$ cat config.mk
export PLATFORM = sky130hd
export DESIGN_NAME = csa_pipe_adder_flat
export DESIGN_NICKNAME = d
export VERILOG_FILES = /design/src/rtl/csa_pipe_adder_if.sv /design/src/rtl/csa_pipe_adder.sv /design/src/flat_wrapper.sv
export SDC_FILE = /design/constraint.sdc
export NUM_CORES = 1
export LEC_CHECK = 0
export ABC_AREA = 1
export CAP_MARGIN = 10
export CORE_AREA = 3 3 87 130
export DETAILED_ROUTE_END_ITERATION = 16
export DIE_AREA = 0 0 90 133
export PLACE_DENSITY = 0.8
export SLEW_MARGIN = 20
export SYNTH_ARGS = -nofsm -noshare
export SYNTH_HDL_FRONTEND = slang
export SYNTH_SLANG_ARGS = --single-unit
$ cat constraint.sdc
create_clock -name i_clk -period 2.8 [get_ports i_clk]
set_clock_uncertainty 0.2 [all_clocks]
set_input_delay 0.28 -clock i_clk [delete_from_list [all_inputs] [get_ports i_clk]]
set_output_delay 0.28 -clock i_clk [all_outputs]
set_load 0.1 [all_outputs]
$ cat src/rtl/csa_pipe_adder_if.sv
// Handshake and operand/result bus for csa_pipe_adder.
// Upstream side:   i_valid, i_add_term1, i_add_term2, i_cin, i_sub -> o_ready
// Downstream side: o_valid, o_sum, o_cout, o_ovf -> i_ready
// master: the environment that drives operands and accepts results
// slave:  the adder itself
interface csa_pipe_adder_if #(
  parameter int WIDTH = 32
);
  logic             i_valid;
  logic             o_ready;
  logic [WIDTH-1:0] i_add_term1;
  logic [WIDTH-1:0] i_add_term2;
  logic             i_cin;
  logic             i_sub;
  logic             o_valid;
  logic             i_ready;
  logic [WIDTH-1:0] o_sum;
  logic             o_cout;
  logic             o_ovf;

  modport master (
    output i_valid, i_add_term1, i_add_term2, i_cin, i_sub, i_ready,
    input  o_ready, o_valid, o_sum, o_cout, o_ovf
  );

  modport slave (
    input  i_valid, i_add_term1, i_add_term2, i_cin, i_sub, i_ready,
    output o_ready, o_valid, o_sum, o_cout, o_ovf
  );
endinterface

$ cat src/rtl/csa_pipe_adder.sv
// Pipelined carry-select adder/subtractor with valid/ready handshake.
// Operands are cut into BLOCK-bit segments (last one may be partial). Segment 0
// ripples; every higher segment computes both carry-in results and selects.
// Segments are distributed over STAGES register stages; latency = STAGES.
// Ports:
//   i_clk    rising-edge clock
//   i_rst_n  asynchronous active-low reset
//   bus      csa_pipe_adder_if.slave: operands (A, B, cin, sub) with
//            i_valid/o_ready in, result (sum, cout, ovf) with o_valid/i_ready out
module csa_pipe_adder #(
  parameter int WIDTH  = 32,
  parameter int BLOCK  = 4,
  parameter int STAGES = 2
) (
  input logic               i_clk,
  input logic               i_rst_n,
  csa_pipe_adder_if.slave   bus
);

  localparam int NB   = (WIDTH + BLOCK - 1) / BLOCK;
  localparam int LAST = STAGES - 1;

  // First segment handled by stage s; stage s owns [seg_lo(s), seg_lo(s+1)).
  function automatic int seg_lo(input int s);
    return (s * NB) / STAGES;
  endfunction

  function automatic int stage_of(input int k);
    int r;
    r = 0;
    for (int unsigned s = 0; s < STAGES; s++)
      if (k >= seg_lo(int'(s))) r = int'(s);
    return r;
  endfunction

  // Stage registers: valid, operands (B already conditioned for subtract),
  // partially resolved sum, and the carry leaving the stage's last segment.
  logic             vld_q [STAGES];
  logic             vld_d [STAGES];
  logic [WIDTH-1:0] a_q   [STAGES];
  logic [WIDTH-1:0] a_d   [STAGES];
  logic [WIDTH-1:0] b_q   [STAGES];
  logic [WIDTH-1:0] b_d   [STAGES];
  logic [WIDTH-1:0] sum_q [STAGES];
  logic [WIDTH-1:0] sum_d [STAGES];
  logic             c_q   [STAGES];
  logic             c_d   [STAGES];

  // Values presented to each stage's combinational logic.
  logic             st_vld [STAGES];
  logic [WIDTH-1:0] st_a   [STAGES];
  logic [WIDTH-1:0] st_b   [STAGES];
  logic [WIDTH-1:0] st_sum [STAGES];
  logic             st_c   [STAGES];

  logic             seg_co  [NB];
  logic [WIDTH-1:0] seg_val [NB];
  logic             en;

  assign en = !vld_q[LAST] || bus.i_ready;

  always_comb begin
    st_vld[0] = bus.i_valid;
    st_a[0]   = bus.i_add_term1;
    st_b[0]   = bus.i_add_term2 ^ {WIDTH{bus.i_sub}};
    st_c[0]   = bus.i_sub | bus.i_cin;
    st_sum[0] = '0;
    for (int unsigned s = 1; s < STAGES; s++) begin
      st_vld[s] = vld_q[s-1];
      st_a[s]   = a_q[s-1];
      st_b[s]   = b_q[s-1];
      st_c[s]   = c_q[s-1];
      st_sum[s] = sum_q[s-1];
    end
  end

  for (genvar k = 0; k < NB; k++) begin : g_seg
    localparam int LO = k * BLOCK;
    localparam int HI = ((k + 1) * BLOCK < WIDTH) ? (k + 1) * BLOCK - 1 : WIDTH - 1;
    localparam int W  = HI - LO + 1;
    localparam int SK = stage_of(k);

    logic [W-1:0] a_seg;
    logic [W-1:0] b_seg;
    logic         ci;
    logic         co;
    logic [W:0]   res;

    assign a_seg = st_a[SK][HI:LO];
    assign b_seg = st_b[SK][HI:LO];

    // A segment opening a stage takes the carry registered by the previous
    // stage (or the effective carry-in for stage 0); otherwise it chains.
    if (k == seg_lo(SK)) begin : g_first
      assign ci = st_c[SK];
    end else begin : g_chain
      assign ci = g_seg[k-1].co;
    end

    if (k == 0) begin : g_ripple
      assign res = {1'b0, a_seg} + {1'b0, b_seg} + {{W{1'b0}}, ci};
    end else begin : g_select
      logic [W:0] res0;
      logic [W:0] res1;
      assign res0 = {1'b0, a_seg} + {1'b0, b_seg};
      assign res1 = {1'b0, a_seg} + {1'b0, b_seg} + {{W{1'b0}}, 1'b1};
      assign res  = ci ? res1 : res0;
    end

    assign co         = res[W];
    assign seg_co[k]  = co;
    assign seg_val[k] = WIDTH'(res[W-1:0]) << LO;
  end

  // Unresolved sum bits are always zero, so each stage ORs in its segments.
  always_comb begin
    for (int unsigned s = 0; s < STAGES; s++) begin
      vld_d[s] = vld_q[s];
      a_d[s]   = a_q[s];
      b_d[s]   = b_q[s];
      c_d[s]   = c_q[s];
      sum_d[s] = sum_q[s];
      if (en) begin
        vld_d[s] = st_vld[s];
        a_d[s]   = st_a[s];
        b_d[s]   = st_b[s];
        sum_d[s] = st_sum[s];
        for (int unsigned k = 0; k < NB; k++)
          if (int'(k) >= seg_lo(int'(s)) && int'(k) < seg_lo(int'(s) + 1))
            sum_d[s] = sum_d[s] | seg_val[k];
        c_d[s] = seg_co[seg_lo(int'(s) + 1) - 1];
      end
    end
  end

  always_ff @(posedge i_clk or negedge i_rst_n) begin
    if (!i_rst_n) begin
      for (int unsigned s = 0; s < STAGES; s++) begin
        vld_q[s] <= 1'b0;
        a_q[s]   <= '0;
        b_q[s]   <= '0;
        c_q[s]   <= 1'b0;
        sum_q[s] <= '0;
      end
    end else begin
      for (int unsigned s = 0; s < STAGES; s++) begin
        vld_q[s] <= vld_d[s];
        a_q[s]   <= a_d[s];
        b_q[s]   <= b_d[s];
        c_q[s]   <= c_d[s];
        sum_q[s] <= sum_d[s];
      end
    end
  end

  assign bus.o_ready = en;
  assign bus.o_valid = vld_q[LAST];
  assign bus.o_sum   = sum_q[LAST];
  assign bus.o_cout  = c_q[LAST];
  assign bus.o_ovf   = (a_q[LAST][WIDTH-1] == b_q[LAST][WIDTH-1]) &&
                       (sum_q[LAST][WIDTH-1] != a_q[LAST][WIDTH-1]);

endmodule

$ cat src/flat_wrapper.sv
// flat-port wrapper written by rule: the top's interface ports become plain ports
module csa_pipe_adder_flat 
#(
  parameter int WIDTH  = 32,
  parameter int BLOCK  = 4,
  parameter int STAGES = 2
)
  (i_clk, i_rst_n, bus_i_valid, bus_i_add_term1, bus_i_add_term2, bus_i_cin, bus_i_sub, bus_i_ready, bus_o_ready, bus_o_valid, bus_o_sum, bus_o_cout, bus_o_ovf);
  csa_pipe_adder_if #(.WIDTH(WIDTH)) bus_i ();
  input logic i_clk;
  input logic i_rst_n;
  input wire logic [$bits(bus_i.i_valid)-1:0] bus_i_valid;
  input wire logic [$bits(bus_i.i_add_term1)-1:0] bus_i_add_term1;
  input wire logic [$bits(bus_i.i_add_term2)-1:0] bus_i_add_term2;
  input wire logic [$bits(bus_i.i_cin)-1:0] bus_i_cin;
  input wire logic [$bits(bus_i.i_sub)-1:0] bus_i_sub;
  input wire logic [$bits(bus_i.i_ready)-1:0] bus_i_ready;
  output wire logic [$bits(bus_i.o_ready)-1:0] bus_o_ready;
  output wire logic [$bits(bus_i.o_valid)-1:0] bus_o_valid;
  output wire logic [$bits(bus_i.o_sum)-1:0] bus_o_sum;
  output wire logic [$bits(bus_i.o_cout)-1:0] bus_o_cout;
  output wire logic [$bits(bus_i.o_ovf)-1:0] bus_o_ovf;
  assign bus_i.i_valid = bus_i_valid;
  assign bus_i.i_add_term1 = bus_i_add_term1;
  assign bus_i.i_add_term2 = bus_i_add_term2;
  assign bus_i.i_cin = bus_i_cin;
  assign bus_i.i_sub = bus_i_sub;
  assign bus_i.i_ready = bus_i_ready;
  assign bus_o_ready = bus_i.o_ready;
  assign bus_o_valid = bus_i.o_valid;
  assign bus_o_sum = bus_i.o_sum;
  assign bus_o_cout = bus_i.o_cout;
  assign bus_o_ovf = bus_i.o_ovf;
  csa_pipe_adder #(.WIDTH(WIDTH), .BLOCK(BLOCK), .STAGES(STAGES)) u_core (.i_clk(i_clk), .i_rst_n(i_rst_n), .bus(bus_i));
endmodule
==> results by group <==
Routing
  • Via count: ~4.6k
  • Via density per instance: approximately 5.1
  • WL/cell: approximately 13 microns
  • Drt first pass iters: 4
  • Routed WL: 12000 microns
  • Iteration-0 DRC Markers: between 150 and 200
  • Final antenna-violating net count: 0
  • DRC Markers: 0

Place
  • Detailed placement HPWL: about 9000 microns
  • Placed cells: ~900
  • Dpl cell area: roughly 6600 sq um
  • Worst slack at placement: -293 ps
  • PortBufs: between 100 and 150
  • RePlAce Congestion: 0.820

STA
  • Period utilization: about 96%
  • Final Setup Violations: 0
  • Unrepaired setup endpoints after global routing: yes
  • Final Hold Fails: 0
  • Tightest Pin Transition: about 760 ps
  • Max Freq: about 370 MHz
  • Worst setup margin: between 100 and 150 ps
  • Clock period minus worst slack: about 2700 ps
  • Slew Viols, Final: 0
  • Worst slew margin: roughly half

Clock tree
  • TritonCTS clock tree: yes
  • H-Tree Depth: 3
  • Clock Sinks: between 80 and 90
  • Reg clk slew, reported paths: about 60 ps
  • Clock Tree Buf Depth: 2
  • Clk_lat worst skew: 340 ps
  • CTS Buf Count: 9
  • CTS Root Buffer Type: clkbuf_16

Die
  • Die height: around 130 microns
  • Core area: between 10000 and 15000 sq um
  • Chip Width: 90 microns
  • Top Ports: about 110
  • Total Die Area: roughly 12000 sq um
  • Starting Density: roughly 53%
  • Site Rows: between 40 and 50

Power
  • Logic pwr share: 55.8%
  • Switching Share: ~51%
  • Leak: roughly 3.5 nW
  • Sequential share of power: 26.7%
  • Pwr Total: 6.96 mW
  • IR drop worst, VDD: 0.490 mV
  • Clock share of power: between 10% and 20%
  • P_int: between 3 and 4 mW
  • Sw Pwr: 3.54 mW
  • Pwr Density: between 900 and 1000 nW/um^2

Yosys
  • Sequential area share after synthesis: ~40%
  • Synth area leader: dfrtp_1
  • Synth async-reset ratio: 100%
  • Synth Warn #: 0
  • Synth top cells by count: 205 x nand2_1, 86 x dfrtp_1, 61 x inv_1, 46 x o21ai_0, 40 x nand3_1
  • Post-synth net total: 767
  • #FFs+latches synth: 86
  • Syn Area/Cell: 8.32 sq um
  • Area contributors post-synth: dfrtp_1 40%, nand2_1 14%, ha_1 8.8%, xnor2_1 4.7%, xor2_1 4.5%
  • Cell Area, Synth: ~5400 sq um
  • Number of synthesized flops with an enable pin: 0
  • Yosys cell types: 36
  • Top-count cell post-synth: nand2_1
  • Top_reg_cell synth: dfrtp_1
  • Post-Synthesis Cells: 650
  • Synth top area share: approximately two fifths

Setup path
  • Worst Setup Path Type: flop to flop
  • Required time of the critical path: approximately 2800 ps
  • Worst EP arrival: between 2000 and 3000 ps
  • R2R depth: 16
  • Crit-path max FO: 6
  • CP Capture Type: flop
  • CP startpoint kind: flop

Flow run
  • Maximum Capacitance Violations: 0

Finish
  • Inserted Diodes: 0
  • Non-filler cells in the finished layout: between 900 and 1k
  • Fillers: between 800 and 900
  • Synth-to-Final Area Change: 29.4%
  • Fraction of layout cells with a size suffix above 1: ~14%
  • Final Instance Area: approximately 7000 sq um
  • Final net count: a little under 900

Worst hold path
  • Worst Hold Class: flop to flop
  • Hold Path Stages: 2

Global routing
  • Vias in the first global route: 4730
  • Initial antenna violation count: 0
  • Global-route wire length before repair: just over 20000 microns
  • Gr usage total: roughly 20%
  • Grt ovf: 0
  • Largest net degree at the start of global routing: 110

Outcome
  • Status: finished clean
==> worst max-delay path, stage by stage, from the launching register on <==
cell	delay, ps
dfrtp_1	410
ha_4	190
fa_1	540
ha_2	210
nand2_4	70
nor2_4	120
nand3_2	90
nand2_4	110
nand2_4	70
nand2_4	90
nand2_4	80
nand2_4	110
nand2_4	70
nand2_2	50
nand2_1	40
nand2_1	50
nand2_1	50
==> logic make-up after synthesis <==
kind of cell,Yosys count,share of synthesized area (%)
AO/OA/AOI/OAI,79,7.87
XOR/XNOR,58,9.54
adder cells (fa/ha/maj),47,12.1
buffers and inverters,84,6.16
flip-flops,86,39.8
AND/OR/NAND/NOR,296,24.5
==> layer usage <==
metal  vias up  routed length [microns]  global-route usage (%)
met5         -                        0                       0
met4         0                      323                    9.28
met3        25                      545                    4.44
met2       115                     6500                    38.5
met1      2181                     4640                    21.4
li1       2298                        -                       -
==> what timing repair did <==
item                                    CTS  global route
endpoints found under the setup margin    0            12
resized for setup                         0            17
hold buffers                              1             0
buffers inserted                          0             5
hold endpoints to repair                 86             0
==> path summary, 6_finish.rpt <==
kind,end,slack [ps],from
hold / removal,u_core.bus.o_valid,260,u_core.st_vld[0]
hold reg to reg,u_core.bus.o_valid,260,u_core.st_vld[0]
setup reg to reg,u_core.bus.o_cout,120,u_core.a_q[48]
max in group asynchronous,u_core.bus.o_sum[30],1500,i_rst_n
setup / recovery,u_core.bus.o_cout,120,u_core.a_q[48]
min in group asynchronous,u_core.bus.o_sum[0],360,i_rst_n
==> through the flow <==
| stage | hold WS (ps) | utilization, % | setup TNS [ps] |
|---|---|---|---|
| after global placement | 231 | 64.1 | -1150 |
| final | 257 | 68.3 | 0 |
| after floorplan | -216 | - | -2.99 |
| after global routing | 281 | 68.3 | -34.9 |
| after CTS | 259 | 67.2 | 0 |
| after detailed placement | 243 | 64.1 | -1890 |
==> power groups by stage <==
stage	clock network [mW]	logic (mW)	registers (mW)
after detailed placement	0	3.82	1.87
after global placement	0	3.73	1.86
final	1.22	3.88	1.86
after CTS	1.25	3.83	1.86
after global routing	1.30	4.17	1.91
after floorplan	0	1.44	3.35
==> flip-flops by register name (all words and copies together) (netlist names) <==
name and flops:
u_core.bus.o_sum 32, u_core.a_q 17, u_core.b_q 17, u_core.st_sum 16
u_core.bus.o_cout 1, u_core.bus.o_valid 1, u_core.g_seg.ci 1, u_core.st_vld 1
==> cells in the final DEF (no fill, tap or decap), drive strengths merged, types with 2 or more instances in the layout <==
cell,count
fa,9
nand2,221
a21o,3
nor3,4
nand3,45
o21ai,48
a21oi,17
inv,63
ha,38
buf,54
clkdlybuf4s50,65
xor2,29
dlymetal6s2s,2
clkbuf,10
nor2,20
clkinvlp,4
nand3b,3
dfrtp,86
xnor2,29
a211oi,2
a31oi,4
o21a,2
==> area by class of cell <==
type	count	area, sq um	share of cell area [%]
clock buffer	10	239	3.42
clock inverter	6	68.8	0.984
inverter	62	233	3.33
multi-input combinational	480	3000	42.8
sequential	86	2150	30.8
tap	141	176	2.52
timing repair buffer	122	1130	16.2
Power figures use the tool's default switching activity.
